## config.mk

```make
export PLATFORM = sky130hd
export DESIGN_NAME = vga_fb_reader
export DESIGN_NICKNAME = d
export VERILOG_FILES = /design/src/rtl/vga_fb_reader.sv
export SDC_FILE = /design/constraint.sdc
export NUM_CORES = 1
export LEC_CHECK = 0
export ABC_CLOCK_PERIOD_IN_PS = 2700
export CORE_MARGIN = 1.5
export CORE_UTILIZATION = 46
export CTS_BUF_LIST = sky130_fd_sc_hd__clkbuf_4 sky130_fd_sc_hd__clkbuf_8
export DETAILED_ROUTE_END_ITERATION = 10
export PLACE_DENSITY_LB_ADDON = 0.05
export SETUP_SLACK_MARGIN = 0.1
export SYNTH_ARGS = -nofsm -noshare
export SYNTH_HDL_FRONTEND = slang
export SYNTH_SLANG_ARGS = --single-unit
```

## constraint.sdc

```tcl
create_clock -name clk -period 2.7 [get_ports clk]
set_input_delay 0.54 -clock clk [delete_from_list [all_inputs] [get_ports clk]]
set_output_delay 0.54 -clock clk [all_outputs]
set_load 0.05 [all_outputs]
```

## src/rtl/vga_fb_reader.sv

```systemverilog
// Read DMA: streams one 256x256 half of the 512-wide frame buffer through a 4-entry show-ahead FIFO.
// Define VGA_FB_RD_VFLIP_EN to read rows bottom-to-top (row 255 first).
module vga_fb_reader #(
    parameter int PIX_W = 8
) (
    input  logic             clk,
    input  logic             rst_n,
    input  logic             start,
    input  logic             img_idx,
    output logic [16:0]      raddr,
    output logic             re,
    input  logic [PIX_W-1:0] rdata,
    output logic [PIX_W-1:0] out_data,
    output logic             out_valid,
    input  logic             out_ready,
    output logic             busy,
    output logic             done
);

    typedef enum logic [1:0] {S_IDLE, S_RUN, S_DRAIN} state_e;

`ifdef VGA_FB_RD_VFLIP_EN
    localparam logic [7:0] ROW_FIRST = 8'hFF;
    localparam logic [7:0] ROW_STEP  = 8'hFF;  // two's-complement -1
`else
    localparam logic [7:0] ROW_FIRST = 8'h00;
    localparam logic [7:0] ROW_STEP  = 8'h01;
`endif
    localparam logic [16:0] LAST_ISSUE = 17'd65535;

    state_e           state_q, state_d;
    logic [7:0]       row_q, row_d;
    logic [7:0]       col_q, col_d;
    logic             img_q, img_d;
    logic [16:0]      issued_q, issued_d;
    logic             inflight_q, inflight_d;
    logic [1:0]       wr_ptr_q, wr_ptr_d;
    logic [1:0]       rd_ptr_q, rd_ptr_d;
    logic [2:0]       count_q, count_d;
    logic [2:0]       count_upd;
    logic             done_q, done_d;
    logic [PIX_W-1:0] fifo_q [4];
    logic             push;
    logic             pop;
    logic             push_en;

    // Credit covers both FIFO occupancy and the read still in the memory pipeline,
    // so every returned word has a guaranteed slot.
    assign re        = (state_q == S_RUN) && (({1'b0, count_q} + {3'b000, inflight_q}) < 4'd4);
    assign raddr     = {row_q, img_q, col_q};
    assign busy      = (state_q != S_IDLE);
    assign done      = done_q;
    assign out_valid = (count_q != 3'd0);
    assign out_data  = fifo_q[rd_ptr_q];

    assign push      = inflight_q;
    assign pop       = out_valid & out_ready;
    assign push_en   = push & ~start;
    assign count_upd = count_q + {2'b00, push} - {2'b00, pop};

    // NOTE: every next-state value gets a default before any branch, so no path leaves
    // a variable unassigned and no latch is inferred.
    always_comb begin
        state_d    = state_q;
        row_d      = row_q;
        col_d      = col_q;
        img_d      = img_q;
        issued_d   = issued_q;
        inflight_d = re;
        wr_ptr_d   = wr_ptr_q + {1'b0, push};
        rd_ptr_d   = rd_ptr_q + {1'b0, pop};
        count_d    = count_upd;
        done_d     = 1'b0;

        if (state_q == S_DRAIN && count_upd == 3'd0) begin
            done_d  = 1'b1;
            state_d = S_IDLE;
        end

        if (re) begin
            col_d    = col_q + 8'd1;
            issued_d = issued_q + 17'd1;
            if (col_q == 8'hFF) begin
                row_d = row_q + ROW_STEP;
            end
            if (issued_q == LAST_ISSUE) begin
                state_d = S_DRAIN;
            end
        end

        // Start (or restart) wins over everything except the done pulse of a frame
        // that finishes on this same edge.
        if (start) begin
            state_d    = S_RUN;
            row_d      = ROW_FIRST;
            col_d      = 8'd0;
            img_d      = img_idx;
            issued_d   = 17'd0;
            inflight_d = 1'b0;
            wr_ptr_d   = 2'd0;
            rd_ptr_d   = 2'd0;
            count_d    = 3'd0;
        end
    end

    // NOTE: state registers use non-blocking assignments so all flops update together
    // and the order of always_ff blocks cannot change the result.
    always_ff @(posedge clk or negedge rst_n) begin
        if (!rst_n) begin
            state_q    <= S_IDLE;
            row_q      <= 8'd0;
            col_q      <= 8'd0;
            img_q      <= 1'b0;
            issued_q   <= 17'd0;
            inflight_q <= 1'b0;
            wr_ptr_q   <= 2'd0;
            rd_ptr_q   <= 2'd0;
            count_q    <= 3'd0;
            done_q     <= 1'b0;
        end else begin
            state_q    <= state_d;
            row_q      <= row_d;
            col_q      <= col_d;
            img_q      <= img_d;
            issued_q   <= issued_d;
            inflight_q <= inflight_d;
            wr_ptr_q   <= wr_ptr_d;
            rd_ptr_q   <= rd_ptr_d;
            count_q    <= count_d;
            done_q     <= done_d;
        end
    end

    // NOTE: the FIFO storage is reset because out_data is read straight from it and
    // must show 0 after reset; at four entries this costs little.
    always_ff @(posedge clk or negedge rst_n) begin
        if (!rst_n) begin
            for (int i = 0; i < 4; i++) begin
                fifo_q[i] <= '0;
            end
        end else if (push_en) begin
            fifo_q[wr_ptr_q] <= rdata;
        end
    end

endmodule
```

After elaboration in Yosys (flattened, before gate mapping)

Cells that the tools add are included.

Input port bits: 13
Word-level logic and storage cells: 66
Bits in registers: 77
Output and inout port bits: 29

Bitwise gates (word level): 5
$lt $le $gt $ge: 4
Equal/unequal tests: 4
Mux-type cells: 22
$add $sub $neg: 8
Reduce and logical (&&, ||, !) cells: 9

Operator list:

| cell                  | number |
|---|---|
| $mux 8                | 8 |
| $mux 17               | 2 |
| $bwmux 32             | 1 |
| $add 17x1->17 const B | 1 |
| $eq 17x16->1 const B  | 1 |
| $add 8x1->8 const B   | 2 |
| $bmux 8 s2            | 1 |
| $demux 8 s2           | 1 |
| $mux 2                | 6 |
| $eq 8x8->1 const B    | 1 |
| $ge 3x3->1 const B    | 2 |
| $not 2->3             | 2 |
| $reduce_bool 2->1     | 3 |
| $add 2x1->2           | 2 |
| $add 3x1->4           | 1 |
| $lt 4x3->1 const B    | 1 |
| $add 3x1->3           | 1 |
| $logic_and 1x1->1     | 3 |
| $logic_not 3->1       | 1 |
| $lt 3x1->1 const B    | 1 |
| $mux 3                | 1 |
| $reduce_bool 3->1     | 1 |
| $sub 3x1->3           | 1 |
| $and 1x1->1           | 2 |
| 5 further kinds       | 6 |

Longest topological paths before layout

Gate-level depths: netlist (run 1).

Word-level depth: 9
Depth in mapped cells: 11
Mapped depth without buffers: 11

Worst setup path before layout (run 1)

No wires, ideal clock.

Path kind: register to register
From: register count_q[1]
To: register state_q[1]
Setup slack: -195 ps
Data arrival time: 2759 ps
Library setup time: 136 ps
Stages on the path, launching flop included: 12
Buffers on the path: 0
Cells stage by stage: dfrtp_1 or3_2 and2_1 ha_1 inv_1 ha_1 inv_1 fa_1 nand2_1 nor4b_1 nand2b_1 a21oi_1

Cells in the longest elaborated chain, start to end: 9
Elaborated cells on any way between the ends: 13
Classes of those cells: add/sub: 3; order compare: 1; mux: 4; bitwise: 1; reduce/logical: 4

Ends and longest elaborated chain:

| item                   | RTL line | RTL |
|---|---|---|
| from (decl)            | 39       | `logic [2:0] count_q, count_d;` |
| from (signal assigned) | 129      | `count_q <= count_d;` |
| $reduce_bool 3->1 *    | 53       | `assign out_valid = (count_q != 3'd0);` |
| named net out_valid    | 14       | `output logic out_valid,` |
| $and 1x1->1 *          | 57       | `assign pop = out_valid & out_ready;` |
| $sub 3x1->3 *          | 59       | `assign count_upd = count_q + {2'b00, push} - {2'b00, pop};` |
| $logic_not 3->1 *      | 75       | `if (state_q == S_DRAIN && count_upd == 3'd0) begin` |
| $logic_and 1x1->1 *    | 75       |  |
| $mux 2 *               | 75       |  |
| $mux 2                 | 86       | `if (issued_q == LAST_ISSUE) begin` |
| $mux 2 *               | 80       | `if (re) begin` |
| $mux 2 *               | 93       | `if (start) begin` |
| named net state_d[1]   | 31       | `state_e state_q, state_d;` |
| to (signal assigned)   | 121      | `state_q <= state_d;` |
| to (decl)              | 31       |  |

Mark *: on every way through the listed nets, which the timed path passes. The rest lies on a longest branch.
A chain may end at the register's enable or synchronous reset.

Worst setup path in the final report (run 1)

From: register count_q[2]
To: register state_q[1]

Cells in the longest elaborated chain, start to end: 9
Elaborated cells on any way between the ends: 13
Classes of those cells: add/sub: 3; order compare: 1; mux: 4; bitwise: 1; reduce/logical: 4

Ends and longest elaborated chain:

| item                                                                | RTL line |
|---|---|
| parallel branches: the longest is 7 deep, another holds $add 3x1->3 | -- |
| $mux 2 *                                                            | 80 |
| $mux 2 *                                                            | 93 |
| named net state_d[1]                                                | 31 |

Mark *: on every way through the listed nets, which the timed path passes.

==> results of run 1 <==
==> cells in the final DEF (no fill, tap or decap), drive strengths merged, types with 2 or more instances in the layout <==
cell type / synthesis / routed
dfrtp: 77 / 77
mux2: 34 / 34
clkdlybuf4s50: 0 / 31
a21oi: 30 / 30
nand2: 22 / 22
buf: 10 / 17
or3: 15 / 15
o21ai: 14 / 14
o31ai: 13 / 13
or4: 13 / 13
nor2: 11 / 11
clkbuf: 6 / 10
ha: 9 / 9
inv: 9 / 9
nand3: 8 / 8
mux4: 8 / 8
dlygate4sd2: 0 / 7
nand4: 6 / 6
nor2b: 5 / 5
xnor2: 5 / 5
and4: 4 / 4
clkinv: 0 / 4
and2: 3 / 3
bufinv: 0 / 2
==> worst reg2reg max path, cell delays in order, from the launching register on <==
cell and delay (ns):
dfrtp_1 0.40, or3_4 0.37, and2_4 0.17, ha_4 0.21, inv_4 0.05, ha_4 0.11
inv_2 0.03, fa_1 0.56, nand2_2 0.07, nor4b_4 0.25, nand2b_1 0.15, a21oi_2 0.05
==> registers in the layout, indices dropped and copies added (netlist names), 2 cells and up <==
| register | cells |
|---|---|
| col_q | 8 |
| count_q | 3 |
| fifo_q | 32 |
| issued_q | 17 |
| rd_ptr_q | 2 |
| row_q | 8 |
| state_q | 2 |
| wr_ptr_q | 2 |
==> routing by layer <==
metal	track usage	wire length (microns)	vias to the layer above	share of wire
met3	0.0411	205	7	0.029
li1	-	-	1272	-
met2	0.287	3360	32	0.48
met1	0.231	3320	1298	0.48
met4	0.0731	90	0	0.013
met5	0	0	-	0
==> repair_timing <==
item / 4_1_cts / 5_1_grt
buffers inserted: 0 / 3
hold buffers: 0 / 0
endpoints found under the setup margin: 7 / 1
gates resized for setup: 7 / 10
pin swaps: 0 / 6
endpoints found under the hold margin: 0 / 0
==> cell usage after synthesis (6+ instances only) <==
cell type	n
nor2_1	10
ha_1	9
clkbuf_1	6
or3_1	14
o31ai_1	13
inv_1	8
a21oi_1	30
or4_1	13
mux4_2	8
nand3_1	8
buf_2	6
mux2_2	33
nand4_1	6
nand2_1	22
dfrtp_1	77
o21ai_0	14
==> layout make-up <==
class	count	area, sq um	share of cell area
clock buffers	10	131	0.0291
clock inverters	6	87.6	0.0194
inverters	9	36.3	0.00805
multi-input cells	214	1700	0.377
flip-flops and latches	77	1930	0.427
repair buffers	55	499	0.111
well taps	102	128	0.0283
==> per-stage QoR <==
stage / util / setup TNS (ns) / instances / setup WS (ns) / power [W]
after CTS: 0.574 / 0 / 470 / 0.102 / 0.00424
after floorplan: - / 0 / 316 / 0.107 / 0.00284
after global routing: 0.584 / -0.000870 / 473 / -0.000870 / 0.00458
after detailed placement: 0.547 / -0.0661 / 454 / -0.0661 / 0.00334
after global placement: 0.547 / -0.0290 / 454 / -0.0290 / 0.00330
final: 0.584 / 0 / 473 / 0.127 / 0.00431
==> how the worst max path moves through the flow <==
stage | end | depth (start not counted) | slack [ns] | from
4_1_cts | state_q[1] | 11 | 0.10 | count_q[0]
3_3_place_gp | state_q[1] | 11 | -0.03 | out_ready
3_5_place_dp | state_q[1] | 11 | -0.07 | out_ready
5_1_grt | state_q[1] | 11 | -0.0009 | count_q[2]
6_report | state_q[1] | 11 | 0.13 | count_q[2]
2_1_floorplan | state_q[1] | 11 | 0.11 | count_q[0]
==> cell families (layout without fill, tap and decap cells) <==
logic type,after synthesis,in the layout,share of synthesized area
buf+inv,25,80,0.0306
mux,42,42,0.153
flops,77,77,0.524
compound gates,62,62,0.0979
simple gates,95,95,0.147
xor+xnor,5,5,0.0119
fa+ha+maj,10,10,0.0360
==> where the power goes <==
part | internal (W) | switching [W]
Sequential | 0.00143 | 0.000185
Combinational | 0.000780 | 0.000968
Clock | 0.000531 | 0.000412
==> impl_metrics.json, run 1 <==
{
  "regToRegSetupSlack_ns": 0.13,
  "syn2layout_area_growth_pct": 22.5,
  "clkSinkCount": 77,
  "r2r-start": "count_q[2]",
  "vias": 2609,
  "initial_core_util": 0.476,
  "slowest_delay_ns": 0.56,
  "clkTransAtPathRegs_ns": 0.08,
  "numCtsBuffers": 9,
  "r2r_end": "state_q[1]",
  "synth_top_cells_by_area": "dfrtp_1, mux2_2, mux4_2",
  "ir_worst_vdd_v": 0.000316,
  "grt_usage": 0.178,
  "syn-cell-area_sq_mm": 0.00368,
  "viasPerCell": 5.52,
  "drive_above_1_share": 0.240,
  "cp_slowest_cell": "fa_1",
  "max_slew_margin": 0.487,
  "fill_cells": 679,
  "synth-seq-area-share": 0.524,
  "firstDrtPassIters": 4,
  "hold_class": "input port to asynchronous set/reset pin",
  "fin_area_sq_mm": 0.00451,
  "postSynthAreaPerCell_sq_um": 11.6,
  "drc": 0,
  "fmax_ghz": 0.389,
  "drtIter0Drc": 106,
  "io_pins": 42,
  "cts_tree": "yes",
  "hold_ws_ns": 0.157,
  "wl_per_cell_microns": 14.7,
  "synthCells": 316,
  "worst-setup-path-type": "flop to flop",
  "crit_family": "simple AND/OR/NAND/NOR gates",
  "crit_required_ns": 2.91,
  "grt_pass1_wl_microns": 11900,
  "synth_seq_cells": 77,
  "dpl.hpwl_microns": 4700,
  "rows": 32,
  "worstMarginPinSlew_ns": 0.769,
  "finalCriticalPeriod_ns": 2.57,
  "synth_flop_cell": "dfrtp_1",
  "wirelength_microns": 6970,
  "fp.dieH_microns": 92.4,
  "slew_viol_final": 0,
  "reg2regPathDepth": 11,
  "outcome": "completed",
  "synth-edff-count": 0,
  "leakagePower_nw": 1.86,
  "synth_top_area_frac": 0.524,
  "rsz0062_at_grt": "true",
  "crit_arrival_ns": 2.79,
  "postRouteAntennaNets": 0,
  "clockBufferDepth": 2,
  "die_x_microns": 92.4,
  "h-tree-depth": 3,
  "insertion_delay_ns": 0.35,
  "yosysWarnings": 0,
  "coreArea_sq_mm": 0.00773,
  "antenna_found_initial": 0,
  "numPortBuffers": 41,
  "cp_num_buf_inv": 2,
  "die_area_sq_mm": 0.00855,
  "fin_crit_sh": 0.953,
  "antenna_cells": 0,
  "p_per_area_mw_per_mm2": 955,
  "grt_pass1_vias": 2514,
  "place.gp.congestion": 0.721,
  "max_cap_viol_count": 0,
  "synth_async_sr_flop_share": 1.00,
  "setup_violations": 0,
  "endpoint_kind": "flop",
  "synthDistinctLibCells": 41,
  "gr-total-overflow": 0,
  "post-synth-top-area-cell": "dfrtp_1",
  "postPlaceCellArea_sq_mm": 0.00423,
  "grt_start_max_net_pins": 47,
  "hold_viol": 0,
  "crit_chain": "or3_4 > and2_4 > ha_4 > inv_4 > ha_4 > inv_2 > fa_1 > nand2_2 > nor4b_4 > nand2b_1 > a21oi_2",
  "synth_nets": 339,
  "cts_root_buffer": "clkbuf_8",
  "crit_path_max_fanout": 4,
  "timing.critical_path.mode_cell": "ha_4",
  "fin_skew_ns": 0.00739,
  "cp-start-kind": "flop",
  "fin_nets": 389
}
(Power assumes the default switching activity.)
==> inputs of run 2 (changes only) <==
Settings changed: TNS_END_PERCENT from default to 5.
==> impl_metrics.json, run 2 (synthesis results as in run 1) <==
{
  "h-tree-depth": 3,
  "wirelength_microns": 6950,
  "final_cell_mix": "dfrtp_1, mux2_2, clkdlybuf4s50_1",
  "p_per_area_mw_per_mm2": 953,
  "regToRegSetupSlack_ns": 0.09,
  "viasPerCell": 5.53,
  "slew_viol_final": 0,
  "dpl.hpwl_microns": 4700,
  "fin_crit_sh": 0.966,
  "cts_root_buffer": "clkbuf_8",
  "insertion_delay_ns": 0.35,
  "antenna_cells": 0,
  "numCtsBuffers": 9,
  "setup_slack_ns": 0.0919,
  "grt_pass1_vias": 2514,
  "fp.dieH_microns": 92.4,
  "crit_arrival_ns": 2.82,
  "r2r_end": "state_q[1]",
  "die_x_microns": 92.4,
  "clkTransAtPathRegs_ns": 0.08,
  "mostFrequentLayoutCell": "dfrtp_1",
  "worstMarginPinSlew_ns": 0.769,
  "postCtsSetupBuffers": 0,
  "rsz0062_at_grt": "true",
  "clkSinkCount": 77,
  "initial_core_util": 0.476,
  "drive_above_1_share": 0.217,
  "endpoint_kind": "flop",
  "fill_cells": 676,
  "grt_usage": 0.178,
  "wl_per_cell_microns": 14.8,
  "grt_start_max_net_pins": 47,
  "fin_nets": 386,
  "worst-setup-path-type": "flop to flop",
  "layout.area.seq_sq_mm": 0.00193,
  "max_slew_margin": 0.487,
  "drtIter0Drc": 99,
  "setup_violations": 0,
  "vias": 2601,
  "r2r-start": "count_q[0]",
  "fmax_ghz": 0.383,
  "fin_tns_setup_ns": 0,
  "grt_pass1_wl_microns": 11900,
  "numPortBuffers": 41,
  "postRouteAntennaNets": 0,
  "largest_register": "fifo_q",
  "io_pins": 42,
  "antenna_found_initial": 0,
  "place.gp.congestion": 0.721,
  "hold_viol": 0,
  "top_regs": "fifo_q x32, issued_q x17",
  "crit_required_ns": 2.91,
  "cts_hold_buf": 0,
  "ir_worst_vdd_v": 0.000319,
  "place_ws_ns": -0.0661,
  "cts_tree": "yes",
  "firstDrtPassIters": 4,
  "hold_class": "input port to asynchronous set/reset pin",
  "reg2regPathDepth": 11,
  "cp-start-kind": "flop",
  "finalCriticalPeriod_ns": 2.61,
  "coreArea_sq_mm": 0.00773,
  "max_cap_viol_count": 0,
  "drc": 0,
  "fin_skew_ns": 0.00739,
  "largest_reg_flops": 32,
  "clockBufferDepth": 2,
  "die_area_sq_mm": 0.00855,
  "rows": 32,
  "crit_path_max_fanout": 5,
  "syn2layout_area_growth_pct": 21.6,
  "multiInputGateArea_sq_mm": 0.00167,
  "leakagePower_nw": 1.89,
  "outcome": "completed",
  "gr-total-overflow": 0
}
run 2: cell types whose count changed in the layout (fill, tap and decap cells not counted), sizes merged:
cell	previous run	this run
dlygate4sd2	7	1
dlymetal6s2s	0	6
buf	17	14
run 2: worst max-delay path by stage:
stage | startpoint | end | slack (ns) | depth (start not counted)
CTS | rd_ptr_q[0] | out_data[3] | 0.002 | 3
floorplan | count_q[0] | state_q[1] | 0.11 | 11
finish | count_q[0] | state_q[1] | 0.09 | 11
global route | count_q[0] | state_q[1] | -0.09 | 11
global placement | out_ready | state_q[1] | -0.03 | 11
detailed placement | out_ready | state_q[1] | -0.07 | 11
run 2: per-layer routing:
layer,up-vias,routed length [microns],track usage
met1,1299,3300,0.231
met3,7,199,0.0411
li1,1263,-,-
met4,0,90,0.0731
met2,32,3370,0.287
met5,-,0,0
run 2: repair_timing:
action | in CTS | in global routing
pin swaps | 0 | 1
gates cloned | 0 | 0
gates resized for setup | 1 | 8
hold endpoints to repair | 0 | 0
endpoints found under the setup margin | 7 | 7
run 2: power breakdown:
group | switching, W | internal [W] | leakage [nW]
combinational | 0.000941 | 0.000764 | 0.766
sequential | 0.000184 | 0.00143 | 1.02
clock | 0.000413 | 0.000531 | 0.114
run 2: area by class of cell:
type | instances | share of cell area
clock buffers | 10 | 0.0294
flip-flops and latches | 77 | 0.431
clock inverters | 6 | 0.0196
repair buffers | 52 | 0.112
well taps | 102 | 0.0285
multi-input cells | 214 | 0.373
inverters | 9 | 0.00755
run 2: critical path: stages, from the launching register on:
cell,delay (ns)
dfrtp_1,0.41
or3_4,0.39
and2_4,0.15
ha_1,0.26
inv_1,0.06
ha_1,0.14
inv_1,0.05
fa_1,0.42
xnor2_2,0.19
nor4b_4,0.22
nand2b_1,0.13
a21oi_1,0.06
run 2: through the flow:
| step | hold slack, ns | util | instances | power (W) | area (sq um) |
|---|---|---|---|---|---|
| after floorplan | 0.244 | - | 316 | 0.00284 | 3690 |
| after detailed placement | 0.490 | 0.547 | 454 | 0.00334 | 4230 |
| after CTS | 0.171 | 0.575 | 470 | 0.00429 | 4440 |
| final | 0.157 | 0.579 | 470 | 0.00426 | 4480 |
| after global routing | 0.188 | 0.579 | 470 | 0.00453 | 4480 |
| after global placement | 0.484 | 0.547 | 454 | 0.00330 | 4230 |
